**config.mk**
```make
export PLATFORM = sky130hd
export DESIGN_NAME = hucard_bridge
export DESIGN_NICKNAME = d
export VERILOG_FILES = /design/src/rtl/hucard_bridge.sv
export SDC_FILE = /design/constraint.sdc
export NUM_CORES = 1
export LEC_CHECK = 0
export CORE_MARGIN = 5
export CORE_UTILIZATION = 55
export DETAILED_ROUTE_END_ITERATION = 16
export GPL_TIMING_DRIVEN = 0
export PLACE_DENSITY = 0.77
export SETUP_SLACK_MARGIN = 0.02
export SLEW_MARGIN = 20
export SYNTH_ARGS = -nofsm -noshare
export SYNTH_HDL_FRONTEND = slang
export SYNTH_SLANG_ARGS = --single-unit
```
**constraint.sdc**
```tcl
create_clock -name clock -period 3.06 [get_ports clock]
set_input_delay 0.612 -clock clock [delete_from_list [all_inputs] [get_ports clock]]
set_output_delay 0.612 -clock clock [all_outputs]
set_load 0.01 [all_outputs]
```
**src/rtl/hucard_bridge.sv**
```systemverilog
// hucard_bridge -- host register interface to a HuCard-style card bus.
//
// The host programs an address through ADL/ADM/ADH and then launches a card
// cycle. A DATA write launches a card write cycle. A CMD write with bit0 set
// launches a card read cycle. Each cycle runs through SETUP, STROBE and HOLD.
// All card-side outputs are registered, so the strobes are glitch-free.
//
// Ports:
//   clock, reset_n              system clock, async active-low reset
//   host_wr, host_rd            one-clock host register write / read requests
//   host_reg, host_wdata        register select and write data
//   host_rdata                  registered read data
//   host_busy                   card cycle in progress
//   irq                         card interrupt, gated by CTRL.irq_en
//   ha, hd_out, hd_oe           card address, write data and its output enable
//   hd_in                       card read data
//   hwr_n, hrd_n                card write / read strobes (active-low)
//   hsm, hreset_n               card mode select and card reset (from CTRL)
//   card_detect_n, hirq2_n      asynchronous card status inputs
module hucard_bridge #(
  parameter int ADDR_WIDTH    = 21,
  parameter int SETUP_CYCLES  = 1,
  parameter int STROBE_CYCLES = 3,
  parameter int HOLD_CYCLES   = 1
) (
  input  logic                  clock,
  input  logic                  reset_n,
  input  logic                  host_wr,
  input  logic                  host_rd,
  input  logic [2:0]            host_reg,
  input  logic [7:0]            host_wdata,
  output logic [7:0]            host_rdata,
  output logic                  host_busy,
  output logic                  irq,
  output logic [ADDR_WIDTH-1:0] ha,
  input  logic [7:0]            hd_in,
  output logic [7:0]            hd_out,
  output logic                  hd_oe,
  output logic                  hwr_n,
  output logic                  hrd_n,
  output logic                  hsm,
  output logic                  hreset_n,
  input  logic                  card_detect_n,
  input  logic                  hirq2_n
);

  localparam int AHW = ADDR_WIDTH - 16;

  localparam logic [2:0] REG_ADL    = 3'd0;
  localparam logic [2:0] REG_ADM    = 3'd1;
  localparam logic [2:0] REG_ADH    = 3'd2;
  localparam logic [2:0] REG_DATA   = 3'd3;
  localparam logic [2:0] REG_CTRL   = 3'd4;
  localparam logic [2:0] REG_STATUS = 3'd5;
  localparam logic [2:0] REG_CMD    = 3'd6;

  typedef enum logic [1:0] {IDLE, SETUP, STROBE, HOLD} state_t;

  state_t                  state_q;
  logic [15:0]             cnt_q;
  logic                    is_write_q;
  logic [7:0]              adl_q, adm_q, adl_d, adm_d;
  logic [AHW-1:0]          adh_q, adh_d;
  logic [3:0]              ctrl_q;
  logic [7:0]              rd_buf_q, hd_out_q, host_rdata_q;
  logic                    rd_valid_q, overrun_q;
  logic [ADDR_WIDTH-1:0]   ha_q;
  logic                    hd_oe_q, hwr_n_q, hrd_n_q;
  logic                    cd_meta_q, cd_sync_q, irq_meta_q, irq_sync_q;

  logic                    busy, rd_en, cycle_req, launch, last, inc_en, capture;
  logic [ADDR_WIDTH-1:0]   addr_cur, addr_inc;
  logic [7:0]              rdata_sel;

  // Two-flop synchronisers. Their reset value of 1 is the inactive level.
  always_ff @(posedge clock or negedge reset_n) begin
    if (!reset_n) begin
      cd_meta_q  <= 1'b1;
      cd_sync_q  <= 1'b1;
      irq_meta_q <= 1'b1;
      irq_sync_q <= 1'b1;
    end else begin
      // NOTE: non-blocking assignments make every flop sample the pre-edge
      // value of its source, which is what a synchroniser chain requires.
      cd_meta_q  <= card_detect_n;
      cd_sync_q  <= cd_meta_q;
      irq_meta_q <= hirq2_n;
      irq_sync_q <= irq_meta_q;
    end
  end

  assign busy      = (state_q != IDLE);
  // When a write and a read arrive together, the write is performed and the read is dropped.
  assign rd_en     = host_rd && !host_wr;
  assign cycle_req = host_wr && ((host_reg == REG_DATA) ||
                                 ((host_reg == REG_CMD) && host_wdata[0]));
  assign launch    = cycle_req && !busy;
  assign last      = (cnt_q == 16'd0);
  assign inc_en    = (state_q == HOLD) && last && ctrl_q[0];
  assign capture   = (state_q == STROBE) && last && !is_write_q;
  assign addr_cur  = {adh_q, adm_q, adl_q};
  assign addr_inc  = addr_cur + ADDR_WIDTH'(1);

  // Address byte next-state. The increment is applied to every byte first.
  // A host write to a byte then overrides the increment for that byte only.
  always_comb begin
    // NOTE: each output of this block gets a default value first, so no
    // path can leave it unassigned and infer a latch.
    adl_d = adl_q;
    adm_d = adm_q;
    adh_d = adh_q;
    if (inc_en) begin
      adl_d = addr_inc[7:0];
      adm_d = addr_inc[15:8];
      adh_d = addr_inc[ADDR_WIDTH-1:16];
    end
    if (host_wr && (host_reg == REG_ADL)) adl_d = host_wdata;
    if (host_wr && (host_reg == REG_ADM)) adm_d = host_wdata;
    if (host_wr && (host_reg == REG_ADH)) adh_d = host_wdata[AHW-1:0];
  end

  always_comb begin
    rdata_sel = 8'hA6;
    case (host_reg)
      REG_ADL:    rdata_sel = adl_q;
      REG_ADM:    rdata_sel = adm_q;
      REG_ADH:    rdata_sel = 8'(adh_q);
      REG_DATA:   rdata_sel = rd_buf_q;
      REG_CTRL:   rdata_sel = {4'b0000, ctrl_q};
      REG_STATUS: rdata_sel = {3'b000, rd_valid_q, irq_sync_q, cd_sync_q, overrun_q, busy};
      REG_CMD:    rdata_sel = 8'h00;
      default:    rdata_sel = 8'hA6;
    endcase
  end

  always_ff @(posedge clock or negedge reset_n) begin
    if (!reset_n) begin
      state_q      <= IDLE;
      cnt_q        <= 16'd0;
      is_write_q   <= 1'b0;
      adl_q        <= 8'h00;
      adm_q        <= 8'h00;
      adh_q        <= '0;
      ctrl_q       <= 4'h0;
      rd_buf_q     <= 8'h00;
      rd_valid_q   <= 1'b0;
      overrun_q    <= 1'b0;
      hd_out_q     <= 8'h00;
      host_rdata_q <= 8'h00;
      ha_q         <= '0;
      hd_oe_q      <= 1'b0;
      hwr_n_q      <= 1'b1;
      hrd_n_q      <= 1'b1;
    end else begin
      adl_q <= adl_d;
      adm_q <= adm_d;
      adh_q <= adh_d;

      if (host_wr && (host_reg == REG_CTRL)) ctrl_q <= host_wdata[3:0];

      if (cycle_req && busy)
        overrun_q <= 1'b1;
      else if (host_wr && (host_reg == REG_STATUS) && host_wdata[1])
        overrun_q <= 1'b0;

      if (rd_en) host_rdata_q <= rdata_sel;

      // Fresh card data outranks a simultaneous DATA read of the old value.
      if (capture) begin
        rd_buf_q   <= hd_in;
        rd_valid_q <= 1'b1;
      end else if (rd_en && (host_reg == REG_DATA)) begin
        rd_valid_q <= 1'b0;
      end

      case (state_q)
        IDLE: begin
          if (launch) begin
            is_write_q <= (host_reg == REG_DATA);
            ha_q       <= addr_cur;
            if (host_reg == REG_DATA) begin
              hd_out_q <= host_wdata;
              hd_oe_q  <= 1'b1;
            end
            cnt_q   <= 16'(SETUP_CYCLES - 1);
            state_q <= SETUP;
          end
        end
        SETUP: begin
          if (last) begin
            if (is_write_q) hwr_n_q <= 1'b0;
            else            hrd_n_q <= 1'b0;
            cnt_q   <= 16'(STROBE_CYCLES - 1);
            state_q <= STROBE;
          end else begin
            cnt_q <= cnt_q - 16'd1;
          end
        end
        STROBE: begin
          if (last) begin
            hwr_n_q <= 1'b1;
            hrd_n_q <= 1'b1;
            cnt_q   <= 16'(HOLD_CYCLES - 1);
            state_q <= HOLD;
          end else begin
            cnt_q <= cnt_q - 16'd1;
          end
        end
        HOLD: begin
          if (last) begin
            hd_oe_q <= 1'b0;
            state_q <= IDLE;
          end else begin
            cnt_q <= cnt_q - 16'd1;
          end
        end
        default: state_q <= IDLE;
      endcase
    end
  end

  assign host_rdata = host_rdata_q;
  assign host_busy  = busy;
  assign irq        = ctrl_q[3] & ~irq_sync_q;
  assign ha         = ha_q;
  assign hd_out     = hd_out_q;
  assign hd_oe      = hd_oe_q;
  assign hwr_n      = hwr_n_q;
  assign hrd_n      = hrd_n_q;
  assign hreset_n   = ctrl_q[1];
  assign hsm        = ctrl_q[2];

endmodule

```
==> results of run 1 <==
[layer usage]
layer  track usage (%)  part of all wire [%]  vias up
met2             35.25                    48      132
li1                  -                     -     1812
met4             6.667                   1.5        0
met1             31.10                    45     1921
met3             5.549                   5.9       16
met5                 0                     0        -
[metrics by stage]
step	setup WS, ns	hold WS, ns	total power (uW)	std cells	utilization [%]
after floorplan	0.5639	0.3164	3349	463	-
after global placement	-2.177	0.3461	4168	637	65.58
after detailed placement	0.01217	0.3500	4250	638	65.91
after CTS	0.2170	0.1336	5176	654	68.35
after global routing	0.06298	0.1349	5516	654	68.48
final	0.2087	0.1124	5185	654	68.48
[state kept, by name (all words and copies together) (netlist names)]
register / count
adl_q: 8
cnt_q: 16
ha: 21
rd_valid_q: 1
host_rdata: 8
overrun_q: 1
irq_sync_q: 1
hrd_n: 1
rd_buf_q: 8
ctrl_q: 4
adm_q: 8
irq_meta_q: 1
state_q: 2
cd_sync_q: 1
hwr_n: 1
is_write_q: 1
cd_meta_q: 1
adh_q: 5
hd_out: 8
hd_oe: 1
[power by group through the flow]
stage / registers (uW) / clock network [uW] / logic, uW
2_1_floorplan: 2120 / 0 / 1230
3_3_place_gp: 2090 / 0 / 2080
3_5_place_dp: 2110 / 0 / 2140
4_1_cts: 2090 / 932 / 2150
5_1_grt: 2160 / 984 / 2370
6_report: 2100 / 920 / 2170
[repair_timing]
item,in CTS,in global routing
endpoints found under the hold margin,0,0
hold buffers,0,0
resized for setup,0,2
buffers inserted,0,0
endpoints found under the setup margin,0,3
[worst max path at each step]
stage	from	to	slack, ns	cells past startpoint
2_1_floorplan	cnt_q[0]$_DFFE_PN0P_	rd_buf_q[0]$_DFFE_PN0P_	0.56	6
3_3_place_gp	reset_n	hd_out[1]$_DFFE_PN0P_	-2.18	1
3_5_place_dp	host_reg[2]	cnt_q[1]$_DFFE_PN0P_	0.01	8
5_1_grt	cnt_q[0]$_DFFE_PN0P_	rd_buf_q[4]$_DFFE_PN0P_	0.06	6
6_report	cnt_q[0]$_DFFE_PN0P_	rd_buf_q[4]$_DFFE_PN0P_	0.21	6
4_1_cts	cnt_q[0]$_DFFE_PN0P_	rd_buf_q[4]$_DFFE_PN0P_	0.22	6
[final cells by class]
type,count,area [um2]
Clock buffer,11,131.4
Multi-Input combinational cell,331,2325
Inverter,11,41.29
Clock inverter,5,81.33
Fill cell,679,2749
Sequential cell,98,2460
Timing Repair Buffer,67,689.4
Buffer,23,108.9
Tap cell,108,135.1
[cells by family (layout without fill, tap and decap cells)]
logic type / count (synthesis) / count (layout) / share of synthesized area [%]
AO/OA/AOI/OAI: 86 / 86 / 10.22
XOR/XNOR: 21 / 21 / 3.736
adder cells (fa/ha/maj): 7 / 7 / 1.779
buffers and inverters: 34 / 117 / 3.049
flip-flops: 98 / 98 / 49.96
multiplexers: 58 / 58 / 13.42
AND/OR/NAND/NOR: 159 / 159 / 17.84
[synthesized netlist by cell type, types with 3 or more instances]
| master | number | area, um2 |
|---|---|---|
| a21oi_1 | 18 | 90.09 |
| a22o_1 | 3 | 26.28 |
| a31oi_1 | 11 | 68.82 |
| and3_1 | 4 | 25.02 |
| buf_1 | 3 | 11.26 |
| buf_6 | 3 | 33.78 |
| clkbuf_1 | 17 | 63.81 |
| dfrtp_1 | 92 | 2302 |
| dfstp_2 | 6 | 157.7 |
| ha_1 | 7 | 87.58 |
| inv_1 | 11 | 41.29 |
| mux2_2 | 44 | 495.5 |
| mux2i_1 | 12 | 120.1 |
| nand2_1 | 51 | 191.4 |
| nand2b_1 | 11 | 68.82 |
| nand3_1 | 14 | 70.07 |
| nand4_1 | 9 | 56.30 |
| nor2_1 | 20 | 75.07 |
| nor2b_1 | 4 | 25.02 |
| nor3_1 | 13 | 65.06 |
| nor3_2 | 4 | 40.04 |
| nor4_1 | 6 | 37.54 |
| o21ai_0 | 34 | 170.2 |
| o21ai_1 | 6 | 30.03 |
| o32a_1 | 3 | 30.03 |
| or3_1 | 4 | 25.02 |
| xnor2_1 | 12 | 105.1 |
| xor2_1 | 9 | 78.83 |
==> results.yml, run 1 <==
run_status:
  status: "completed"
drt:
  detail_route.vias_per_cell: 5.934
  post-route-drc-count: 0
  antenna_violating_nets_post_route: 0
  avgRoutedWirePerCell_um: 18.42
  detailroute.via_count: 3881
  detail_route.iter0.violations: 206
  route.final.wire_length_mm: 12.05
  drt_pre_antenna_iters: 5
final_layout:
  insertedDiodeCount: 0
  nNetsFinal: 573
  post_route_cells_drive_above_1_share_pct: 15.93
  mostFrequentLayoutCell: "dfrtp_1"
  most-common-layout-cells: "dfrtp_1 (92), clkdlybuf4s50_1 (65), nand2_1 (51), mux2_2 (44), o21ai_0 (34)"
  layout-area-overhead-vs-synth_pct: 21.30
  final_area_um2: 5972
critical_path:
  cp.required_ns: 3.32
  regToRegStartpoint: "cnt_q[0]$_DFFE_PN0P_"
  crit_chain: "inv_1 -> ha_1 -> or4b_2 -> nor4_4 -> nor3b_4 -> mux2_2"
  end_kind: "register"
  timing.rr.end: "rd_buf_q[4]$_DFFE_PN0P_"
  arrival_ns: 3.11
  cp_num_buf_inv: 1
  critical_path.slowest_cell: "or4b_2"
  cp-start-kind: "register"
  worstPathMaxFanout: 9
  timing.reg2reg.setup_slack_ns: 0.21
  worst_r2r_path_depth: 6
  criticalPathCategory: "register to register"
  critical-path-max-stage-delay_ns: 0.67
  path_delay_family: "simple AND/OR/NAND/NOR gates"
floorplanning:
  floorplan.core_area_um2: 8721
  design.portCount: 69
  initial_utilization_pct: 56.46
  fp.dieH_um: 104.6
  chipWidth_um: 104.6
  num_rows: 34
  die_area_um2: 10940
timing:
  finalWorstPathRequiredPeriod_ns: 2.851
  fin_worst_skew_ns: 0.01843
  setup_repair_after_global_routing_missed_its_margin: "false"
  setup_violations: 0
  drv_slew: 0
  final.period_utilization_pct: 93.18
  timing.final.hold_violations: 0
  worst_slew_margin_rel_pct: 32.54
  fmax_mhz: 350.7
  worst_pin_slew_ns: 1.004
  setup_total_negative_slack_ns: 0
synthesis:
  synth_flop_cell: "dfrtp_1"
  async_reset_ff_share_pct: 100.0
  synth-seq-area-share_pct: 49.96
  netlist_area_um2: 4923
  synth.net_count: 495
  yosys_register_bits: 98
  synth_edf_count: 0
  syn_inst: 463
  synth.distinct_cells: 53
  post_synth.cell_area_avg_um2: 10.63
  ys.warnings.count: 0
placed_design:
  placement.io_buffers: 66
  gp_congestion: 0.8811
  post_dp_cell_area_um2: 5748
  detailedPlacementHpwl_mm: 8.769
clocking:
  cts_htree_levels: 3
  cts_made_buffers: 9
  clock_insertion_delay_worst_skew_ns: 0.38
  cts.root.buffer_cell: "clkbuf_8"
  clockBufferDepth: 2
  tritoncts: "yes"
  clkTransAtPathRegs_ns: 0.10
  cts.sink_count: 98
flow_run:
  maxCapViolCount: 0
global_route:
  globalRouteOverflowTotal: 0
  grt_pass1_vias: 3894
  pin_count_of_the_biggest_net_entering_global_routing: 62
  antenna_found_initial: 0
  grt_use_total_pct: 22.44
  grt_pass1_wl_mm: 20.07
power_and_ir_drop:
  clockPowerShare_pct: 17.7
  p_switching_uw: 1926
  power-per-cell-area_nw_per_um2: 868.2
  p_comb_share_pct: 41.8
  power.static_leakage_uw: 0.002450
  p_int_uw: 3258
  ir_drop_mv: 0.4686
  sw_frac_of_total_pct: 37.16
  seq_power_share_pct: 40.5
worst_hold_path:
  min-delay-path-class: "primary input to async pin"
(Power assumes the default switching activity.)
==> run 2: changes to the inputs <==
==> constraint.sdc (replaced) <==
create_clock -name clock -period 3.07 [get_ports clock]
set_input_delay 0.614 -clock clock [delete_from_list [all_inputs] [get_ports clock]]
set_output_delay 0.614 -clock clock [all_outputs]
set_load 0.01 [all_outputs]
==> run 2 against run 1 <==
Sequential share of layout area is essentially flat. Utilization shrank 0.057 points. Wire length is the same. Cell count is the same.
==> results.yml, run 2 (same netlist as run 1, synthesis figures left out) <==
final_layout:
  largest_reg_flops: 21
  most-common-layout-cells: "dfrtp_1 (92), clkdlybuf4s50_1 (65), nand2_1 (51), mux2_2 (44), o21ai_0 (34)"
  nNetsFinal: 573
  layout.core_utilization_pct: 68.42
  final_area_um2: 5967
  insertedDiodeCount: 0
  post_route_cells_drive_above_1_share_pct: 15.75
  sequential_cell_area_um2: 2460
  mostFrequentLayoutCell: "dfrtp_1"
  multi_input_gate_area_in_the_final_layout_um2: 2320
  layout-area-overhead-vs-synth_pct: 21.19
  fillerInstances: 679
clocking:
  clockBufferDepth: 2
  cts.sink_count: 98
  cts_htree_levels: 3
  tritoncts: "yes"
  clkTransAtPathRegs_ns: 0.10
  cts.repair_timing.setup_buffer_count: 0
  clock_insertion_delay_worst_skew_ns: 0.37
  cts_made_buffers: 9
  cts.root.buffer_cell: "clkbuf_8"
drt:
  detailroute.via_count: 3900
  route.final.wire_length_mm: 12.05
  avgRoutedWirePerCell_um: 18.42
  detail_route.iter0.violations: 191
  detail_route.vias_per_cell: 5.963
  post-route-drc-count: 0
  antenna_violating_nets_post_route: 0
  drt_pre_antenna_iters: 5
placed_design:
  placement.io_buffers: 66
  gp_congestion: 0.8811
  post_dp_cell_area_um2: 5748
  detailedPlacementHpwl_mm: 8.769
floorplanning:
  fp.dieH_um: 104.6
  floorplan.core_area_um2: 8721
  num_rows: 34
  initial_utilization_pct: 56.46
  design.portCount: 69
  chipWidth_um: 104.6
  die_area_um2: 10940
critical_path:
  cp.required_ns: 3.35
  critical-path-max-stage-delay_ns: 0.81
  cp-start-kind: "register"
  arrival_ns: 3.16
  end_kind: "register"
  crit_chain: "inv_1 -> ha_1 -> or4b_2 -> nor3_1 -> nand3_1 -> xor2_1 -> o21ai_0"
  timing.reg2reg.setup_slack_ns: 0.20
  path_delay_family: "simple AND/OR/NAND/NOR gates"
  critical_path.slowest_cell: "nor3_1"
  criticalPathCategory: "register to register"
  worstPathMaxFanout: 7
  cp_num_buf_inv: 1
worst_hold_path:
  min-delay-path-class: "primary input to async pin"
timing:
  timing.final.hold_violations: 0
  setup_violations: 0
  finalWorstPathRequiredPeriod_ns: 2.872
  fmax_mhz: 348.2
  worst_pin_slew_ns: 0.9675
  worst_slew_margin_rel_pct: 35.01
  drv_slew: 0
  fin_worst_skew_ns: 0.01264
  final.period_utilization_pct: 93.55
  setup_repair_after_global_routing_missed_its_margin: "true"
global_route:
  grt_pass1_wl_mm: 20.07
  grt_use_total_pct: 22.44
  gr-max-usage-layer: "met2"
  grt_pass1_vias: 3894
  met2_usage_pct: 35.25
  pin_count_of_the_biggest_net_entering_global_routing: 62
  globalRouteMet3Util_pct: 5.549
  antenna_found_initial: 0
  globalRouteOverflowTotal: 0
  use_met1_pct: 31.10
power_and_ir_drop:
  power-per-cell-area_nw_per_um2: 862.9
  sw_frac_of_total_pct: 36.94
  p_int_uw: 3247
  power.static_leakage_uw: 0.002450
  clockPowerShare_pct: 17.7
  p_comb_share_pct: 41.7
  p_switching_uw: 1902
  seq_power_share_pct: 40.6
  ir_drop_mv: 0.4664
run_status:
  status: "completed"
flow_run:
  maxCapViolCount: 0
==> run 2: worst paths after layout <==
| check | cells past startpoint | end | from |
|---|---|---|---|
| min in group clock | 0 | cd_sync_q$_DFF_PN1_ | cd_meta_q$_DFF_PN1_ |
| max reg2reg | 7 | adm_q[6]$_DFFE_PN0P_ | cnt_q[0]$_DFFE_PN0P_ |
| max in group asynchronous | 2 | irq_sync_q$_DFF_PN1_ | reset_n |
| min reg2reg | 0 | cd_sync_q$_DFF_PN1_ | cd_meta_q$_DFF_PN1_ |
| min | 1 | ha[16]$_DFFE_PN0P_ | reset_n |
| max | 7 | adm_q[6]$_DFFE_PN0P_ | cnt_q[0]$_DFFE_PN0P_ |
==> run 2: routing by layer <==
layer  part of all wire, %  vias up
met5                     0        -
met4                   1.8        0
met3                   6.0       22
met2                    47      137
met1                    45     1927
li1                      -     1814
==> run 2: stage by stage <==
step                setup WS, ns  hold slack, ns  instances  total power (uW)  TNS (ns)
floorplan                 0.5739          0.3184        463              3338         0
global placement          -2.169          0.3461        637              4155   -205.24
detailed placement       0.02017          0.3500        638              4236         0
CTS                       0.2270          0.1356        654              5159         0
global route             0.01914          0.1369        654              5490         0
finish                    0.1980          0.1222        654              5149         0
==> run 2: repair_timing <==
item	in CTS	in global routing
hold buffers	0	0
endpoints found under the hold margin	0	0
endpoints found under the setup margin	0	1
gates resized for setup	0	1
==> run 2: power by group through the flow <==
| stage | Combinational, uW | Sequential [uW] | Clock (uW) |
|---|---|---|---|
| after floorplan | 1230 | 2110 | 0 |
| after global placement | 2070 | 2080 | 0 |
| after detailed placement | 2130 | 2100 | 0 |
| after CTS | 2150 | 2080 | 929 |
| after global routing | 2360 | 2150 | 981 |
| final | 2150 | 2090 | 912 |
==> run 2: area by class of cell <==
cell class                      count  area share [%]
Buffer                             23           1.824
Inverter                           11          0.6920
Clock buffer                       11           2.202
Multi-Input combinational cell    331           38.88
Timing Repair Buffer               67           11.55
Clock inverter                      5           1.363
Tap cell                          108           2.265
Sequential cell                    98           41.22
